==> config.mk <==
export PLATFORM = sky130hd
export DESIGN_NAME = lsu_mem_port
export DESIGN_NICKNAME = d
export VERILOG_FILES = /design/src/rtl/lsu_mem_port.sv
export SDC_FILE = /design/constraint.sdc
export NUM_CORES = 1
export LEC_CHECK = 0
export CORE_ASPECT_RATIO = 1.75
export CORE_UTILIZATION = 45
export DETAILED_ROUTE_END_ITERATION = 10
export PLACE_DENSITY = 0.86
export SLEW_MARGIN = 25
export SYNTH_ARGS = -nofsm -noshare
export SYNTH_HDL_FRONTEND = slang
export SYNTH_SLANG_ARGS = --single-unit
==> constraint.sdc <==
create_clock -name clk -period 2 [get_ports clk]
set_input_delay 0.3 -clock clk [delete_from_list [all_inputs] [get_ports clk]]
set_output_delay 0.3 -clock clk [all_outputs]
set_load 0.01 [all_outputs]
==> src/rtl/lsu_mem_port.sv <==
// Load/store responder: turns byte/halfword/word requests into word accesses on a
// synchronous byte-enabled data RAM, splitting misaligned ones across two words.
module lsu_mem_port #(
  parameter int ADDR_W      = 10,
  parameter bit MISALIGN_EN = 1'b1
) (
  input  logic              clk,
  input  logic              rst,
  input  logic              req_read_en,
  input  logic              req_write_en,
  input  logic [3:0]        req_type,
  input  logic              req_sign,
  input  logic [31:0]       req_addr,
  input  logic [31:0]       req_wdata,
  output logic              lsu_busy,
  output logic [31:0]       load_data,
  output logic              load_valid,
  output logic              lsu_err,
  output logic              mem_en,
  output logic              mem_we,
  output logic [3:0]        mem_be,
  output logic [ADDR_W-1:0] mem_addr,
  output logic [31:0]       mem_wdata,
  input  logic [31:0]       mem_rdata
);

  localparam logic [3:0] T_BYTE = 4'b0001;
  localparam logic [3:0] T_HALF = 4'b0011;
  localparam logic [3:0] T_WORD = 4'b1111;

  typedef enum logic [1:0] {IDLE, ACC2, RD_W1, RD_W2} state_t;

  state_t            r_state;
  logic              r_busy, r_load_valid, r_err;
  logic [31:0]       r_load_data;
  logic              r_mem_en, r_mem_we;
  logic [3:0]        r_mem_be;
  logic [ADDR_W-1:0] r_mem_addr;
  logic [31:0]       r_mem_wdata;
  logic [3:0]        r_type;
  logic              r_sign, r_mis, r_is_load, r_rvalid;
  logic [1:0]        r_off;
  logic [ADDR_W-1:0] r_addr2;
  logic [3:0]        r_be2;
  logic [31:0]       r_wdata2, r_word0;

  logic [1:0]        w_off;
  logic [ADDR_W-1:0] w_wa;
  logic              w_legal, w_mis, w_req, w_reject, w_idle, w_accept, w_err, w_finish;
  logic [7:0]        w_be_ext;
  logic [63:0]       w_wd_ext;
  logic [31:0]       w_lw0, w_x, w_ext;
  logic [23:0]       w_lw1;
  logic              w_unused_addr_hi;

  assign w_off    = req_addr[1:0];
  assign w_wa     = req_addr[ADDR_W+1:2];
  assign w_legal  = (req_type == T_BYTE) || (req_type == T_HALF) || (req_type == T_WORD);
  assign w_mis    = ((req_type == T_HALF) && (w_off == 2'd3)) ||
                    ((req_type == T_WORD) && (w_off != 2'd0));
  assign w_req    = req_read_en | req_write_en;
  assign w_reject = (req_read_en & req_write_en) | ~w_legal | (w_mis & ~MISALIGN_EN);
  assign w_idle   = (r_state == IDLE) && !r_busy;
  assign w_accept = w_idle && w_req && !w_reject;
  assign w_err    = w_idle && w_req && w_reject;
  assign w_unused_addr_hi = ^req_addr[31:ADDR_W+2];

  // Upper halves of the shifted mask/data are exactly the second-word lanes.
  assign w_be_ext = {4'b0000, req_type} << w_off;
  assign w_wd_ext = {32'h0, req_wdata} << {w_off, 3'b000};

  assign w_finish = r_rvalid && (((r_state == RD_W1) && !r_mis) || (r_state == RD_W2));
  assign w_lw0    = (r_state == RD_W2) ? r_word0 : mem_rdata;
  assign w_lw1    = (r_state == RD_W2) ? mem_rdata[23:0] : 24'h0;

  always_comb begin
    w_x = w_lw0;
    case (r_off)
      2'd1:    w_x = {w_lw1[7:0],  w_lw0[31:8]};
      2'd2:    w_x = {w_lw1[15:0], w_lw0[31:16]};
      2'd3:    w_x = {w_lw1[23:0], w_lw0[31:24]};
      default: w_x = w_lw0;
    endcase
    w_ext = w_x;
    case (r_type)
      T_BYTE:  w_ext = {{24{r_sign & w_x[7]}}, w_x[7:0]};
      T_HALF:  w_ext = {{16{r_sign & w_x[15]}}, w_x[15:0]};
      default: w_ext = w_x;
    endcase
  end

  always_ff @(posedge clk) begin
    if (rst) begin
      r_state      <= IDLE;
      r_busy       <= 1'b0;
      r_load_valid <= 1'b0;
      r_err        <= 1'b0;
      r_load_data  <= 32'h0;
      r_mem_en     <= 1'b0;
      r_mem_we     <= 1'b0;
      r_mem_be     <= 4'h0;
      r_mem_addr   <= '0;
      r_mem_wdata  <= 32'h0;
      r_type       <= 4'h0;
      r_sign       <= 1'b0;
      r_mis        <= 1'b0;
      r_is_load    <= 1'b0;
      r_rvalid     <= 1'b0;
      r_off        <= 2'd0;
      r_addr2      <= '0;
      r_be2        <= 4'h0;
      r_wdata2     <= 32'h0;
      r_word0      <= 32'h0;
    end else begin
      r_err        <= w_err;
      r_load_valid <= 1'b0;
      // RAM data is valid in the cycle after any read strobe.
      r_rvalid     <= r_mem_en & ~r_mem_we;
      r_mem_en     <= 1'b0;
      r_mem_we     <= 1'b0;
      r_mem_be     <= 4'h0;
      r_mem_wdata  <= 32'h0;
      case (r_state)
        IDLE: begin
          if (w_accept) begin
            r_busy      <= 1'b1;
            r_type      <= req_type;
            r_sign      <= req_sign;
            r_off       <= w_off;
            r_mis       <= w_mis;
            r_is_load   <= req_read_en;
            r_addr2     <= w_wa + 1'b1;
            r_be2       <= w_be_ext[7:4];
            r_wdata2    <= w_wd_ext[63:32];
            r_mem_en    <= 1'b1;
            r_mem_we    <= req_write_en;
            r_mem_addr  <= w_wa;
            r_mem_be    <= req_write_en ? w_be_ext[3:0] : 4'h0;
            r_mem_wdata <= req_write_en ? w_wd_ext[31:0] : 32'h0;
            if (w_mis)            r_state <= ACC2;
            else if (req_read_en) r_state <= RD_W1;
            else                  r_state <= IDLE;
          end else begin
            r_busy <= 1'b0;
          end
        end
        ACC2: begin
          r_mem_en    <= 1'b1;
          r_mem_we    <= ~r_is_load;
          r_mem_addr  <= r_addr2;
          r_mem_be    <= r_is_load ? 4'h0 : r_be2;
          r_mem_wdata <= r_is_load ? 32'h0 : r_wdata2;
          r_state     <= r_is_load ? RD_W1 : IDLE;
        end
        RD_W1: begin
          if (r_rvalid && r_mis) begin
            r_word0 <= mem_rdata;
            r_state <= RD_W2;
          end
        end
        default: ;
      endcase
      if (w_finish) begin
        r_load_data  <= w_ext;
        r_load_valid <= 1'b1;
        r_busy       <= 1'b0;
        r_state      <= IDLE;
      end
    end
  end

  assign lsu_busy   = r_busy;
  assign load_data  = r_load_data;
  assign load_valid = r_load_valid;
  assign lsu_err    = r_err;
  assign mem_en     = r_mem_en;
  assign mem_we     = r_mem_we;
  assign mem_be     = r_mem_be;
  assign mem_addr   = r_mem_addr;
  assign mem_wdata  = r_mem_wdata;

endmodule

==> run_results.csv <==
group,metric,value,unit
finish,area_growth,45.57,%
timing,tightest_slew,0.8593,ns
worst_setup_path,required,2.32,ns
synth,synth_edf_count,0,
routing,final_antenna_net_count,0,
synth,yosysSeqAreaShare,42.03,%
power_and_ir_drop,irDropWorstVdd,0.0005192,V
finish,n_fill_cell,1299,
floorplanning,die-area,17910,sq um
synth,synth_top_area_share,42.03,%
synth,synth_simple_gate_area_share,16.59,%
synth,yosysTopAreaCell,"dfxtp_1",
worst_hold_path,min_path_cells,3,
routing,vias,8063,
global_route,grt-ovfl-total,0,
synth,synth-adder-area-share,0.9611,%
clocking,cts_buffers,17,
flow_run,cap_viol_max_count,0,
power_and_ir_drop,powerDensity,853.8,nW/um^2
floorplanning,fp.dieW,101.6,microns
finish,drive_gt1_share,20.59,%
global_route,grt_pass1_wl,42010,microns
synth,synthXorXnorAreaFrac,0.8970,%
synth,synthTopCellsByArea,"dfxtp_1, mux2i_1, nand2_1",
synth,synth_most_common_cell,"dfxtp_1",
timing,fin_skew,0.01671,ns
floorplanning,die_h,176.3,microns
placed_design,io_buffers,167,
worst_hold_path,worstHoldPathType,"in -> reg",
floorplanning,coreArea,16950,sq um
worst_setup_path,cp-end-kind,"register",
synth,netlist_area,7811,sq um
worst_setup_path,crit_type,"reg -> reg",
timing,timing.final.crit_share,100.3,%
clocking,clk_latency,0.44,ns
worst_setup_path,critPathArrivalTime,2.33,ns
routing,remaining_drc_errors,0,
worst_setup_path,start_kind,"register",
floorplanning,initial_core_util,46.09,%
finish,final_cell_count_no_fill,1389,
synth,synth.top_cells.by_count,"dfxtp_1, nand2_1, a21oi_1",
routing,wire_per_inst,20.12,microns
status,outcome,"finished with violations",
timing,layout_setup_ws,-0.005494,ns
timing,hold_viol,0,
synth,muxShareOfSynthArea,12.61,%
global_route,track_usage,31.48,%
routing,viasPerCell,5.805,
power_and_ir_drop,p_leak,4.224,nW
timing,fmax,498.6,MHz
clocking,clockBufferDepth,2,
clocking,cts_sinks,164,
synth,synth_top_family_by_area,"compound AO/OA/AOI/OAI gates",
routing,wirelength,27950,microns
placed_design,hpwl,19920,microns
synth,syn_area_per_cell,8.556,sq um
clocking,cts-hold-fix-buffers,0,
global_route,first_global_vias,8158,
timing,setup_viol,3,
global_route,grt_max_degree,92,
routing,drt_iter0_markers,397,
synth,syn-num-nets,1024,
clocking,cts_root_buffer,"clkbuf_16",
synth,netlist_instances,913,
timing,finalCriticalPeriod,2.005,ns
clocking,path_clk_slew,0.07,ns
timing,final-max-slew-violation-count,0,
placed_design,place_congestion,0.9536,
synth,ys_types,52,
timing,rsz0062_at_grt,"yes",
synth,yosys_register_bits,164,
synth,synth_compound_area_share,22.12,%
status,violations,"setup timing",
clocking,cts_max_level,4,
timing,tns,-0.01234,ns
synth,ys_warn_count,0,
finish,final_nets,1259,
worst_setup_path,worstRegToRegCells,7,
synth,ys.flop_type,"dfxtp_1",
worst_setup_path,worstPathMaxFanout,8,
placed_design,dp.cells,1347,
clocking,cts_tree,"yes",
timing,slew_headroom,42.60,%
synth,async_flop_share,0,%
global_route,antenna_found_initial,1,
floorplanning,ios,188,
routing,firstDrtPassIters,5,
floorplanning,num_rows,63,
flip-flops by register name (all words and copies together), names as in the netlist, 2 cells and up:
name and flops:
load_data 32, mem_addr 10, mem_be 4, mem_wdata 32, r_addr2 10, r_be2 3, r_off 2, r_state 2
r_type 4, r_wdata2 24, r_word0 32
power by group:
group | switching (mW) | total (mW) | internal [mW]
registers | 0.118 | 3.56 | 3.44
logic | 1.47 | 2.78 | 1.31
clock network | 1.43 | 3.37 | 1.94
total | 3.01 | 9.71 | 6.70
final cells by class:
| class | count | area (sq um) | area share, % |
|---|---|---|---|
| clock inverter | 11 | 142.6 | 1.254 |
| sequential | 164 | 3289 | 28.93 |
| clock buffer | 21 | 460.4 | 4.049 |
| antenna | 1 | 2.502 | 0.02201 |
| multi-input combinational | 663 | 4403 | 38.72 |
| inverter | 10 | 37.54 | 0.3301 |
| tap | 227 | 284.0 | 2.498 |
| timing repair buffer | 292 | 2751 | 24.20 |
critical path: stages (launching register included):
cell and delay (ns):
dfxtp_2 0.36, buf_6 0.13, ha_4 0.18, mux2i_4 0.31, a21oi_4 0.10, o2111ai_4 0.34
a21oi_4 0.16, a221o_2 0.33
final timing paths:
kind                              from                    endpoint  slack (ns)
max            r_state[1]$_SDFFE_PP0P_  load_data[23]$_SDFFE_PP0P_      -0.005
min                        req_addr[0]    r_wdata2[3]$_SDFFE_PP0P_        0.31
max reg2reg    r_state[1]$_SDFFE_PP0P_  load_data[23]$_SDFFE_PP0P_      -0.005
min reg2reg  load_data[7]$_SDFFE_PP0P_   load_data[7]$_SDFFE_PP0P_        0.44
per-layer routing:
layer	GRT usage, %	up-vias	wire [microns]
li1	-	3731	-
met1	29.95	3845	9282
met2	57.09	367	14980
met3	6.374	120	1524
met4	24.94	0	2157
met5	0	-	0
kinds of logic (layout without fill, tap and decap cells):
group | count (synthesis) | count (layout)
AND/OR/NAND/NOR | 302 | 302
XOR/XNOR | 8 | 8
other | 0 | 1
AO/OA/AOI/OAI | 260 | 261
flip-flops | 164 | 164
multiplexers | 86 | 86
adder cells (fa/ha/maj) | 6 | 6
buffers and inverters | 87 | 334
per-stage QoR:
stage | hold WS [ns] | total power [mW] | instance area [sq um] | utilization, % | worst slack, ns
detailed placement | 0.4315 | 6.053 | 10450 | 61.65 | -0.1843
finish | 0.3089 | 9.709 | 11370 | 67.09 | -0.005494
global placement | 0.4304 | 6.007 | 10450 | 61.65 | -0.1436
floorplan | 0.3956 | 4.857 | 7819 | - | 0.0005489
global route | 0.3548 | 10.04 | 11370 | 67.09 | -0.06698
CTS | 0.2919 | 9.451 | 11140 | 65.72 | 0.003946
placed cells by master (no fill, tap or decap), types with 8 or more instances in the layout:
master / instances
clkdlybuf4s50_1: 164
buf_12: 9
nand3_1: 34
a221oi_1: 14
nor3_1: 9
a211oi_1: 33
mux2_2: 19
mux2i_1: 53
dfxtp_1: 161
o21ai_0: 26
o21ai_1: 8
a211o_1: 10
nand2_1: 149
inv_1: 9
clkbuf_16: 18
a21oi_1: 98
nor2_1: 74
a22oi_1: 16
buf_4: 108
repair_timing:
item                                    CTS  global route
pin swaps                                 4            11
buffers inserted                          2             4
gates cloned                              1             2
gates resized for setup                  14            45
endpoints found under the setup margin   43            59
Power figures use the tool's default switching activity.
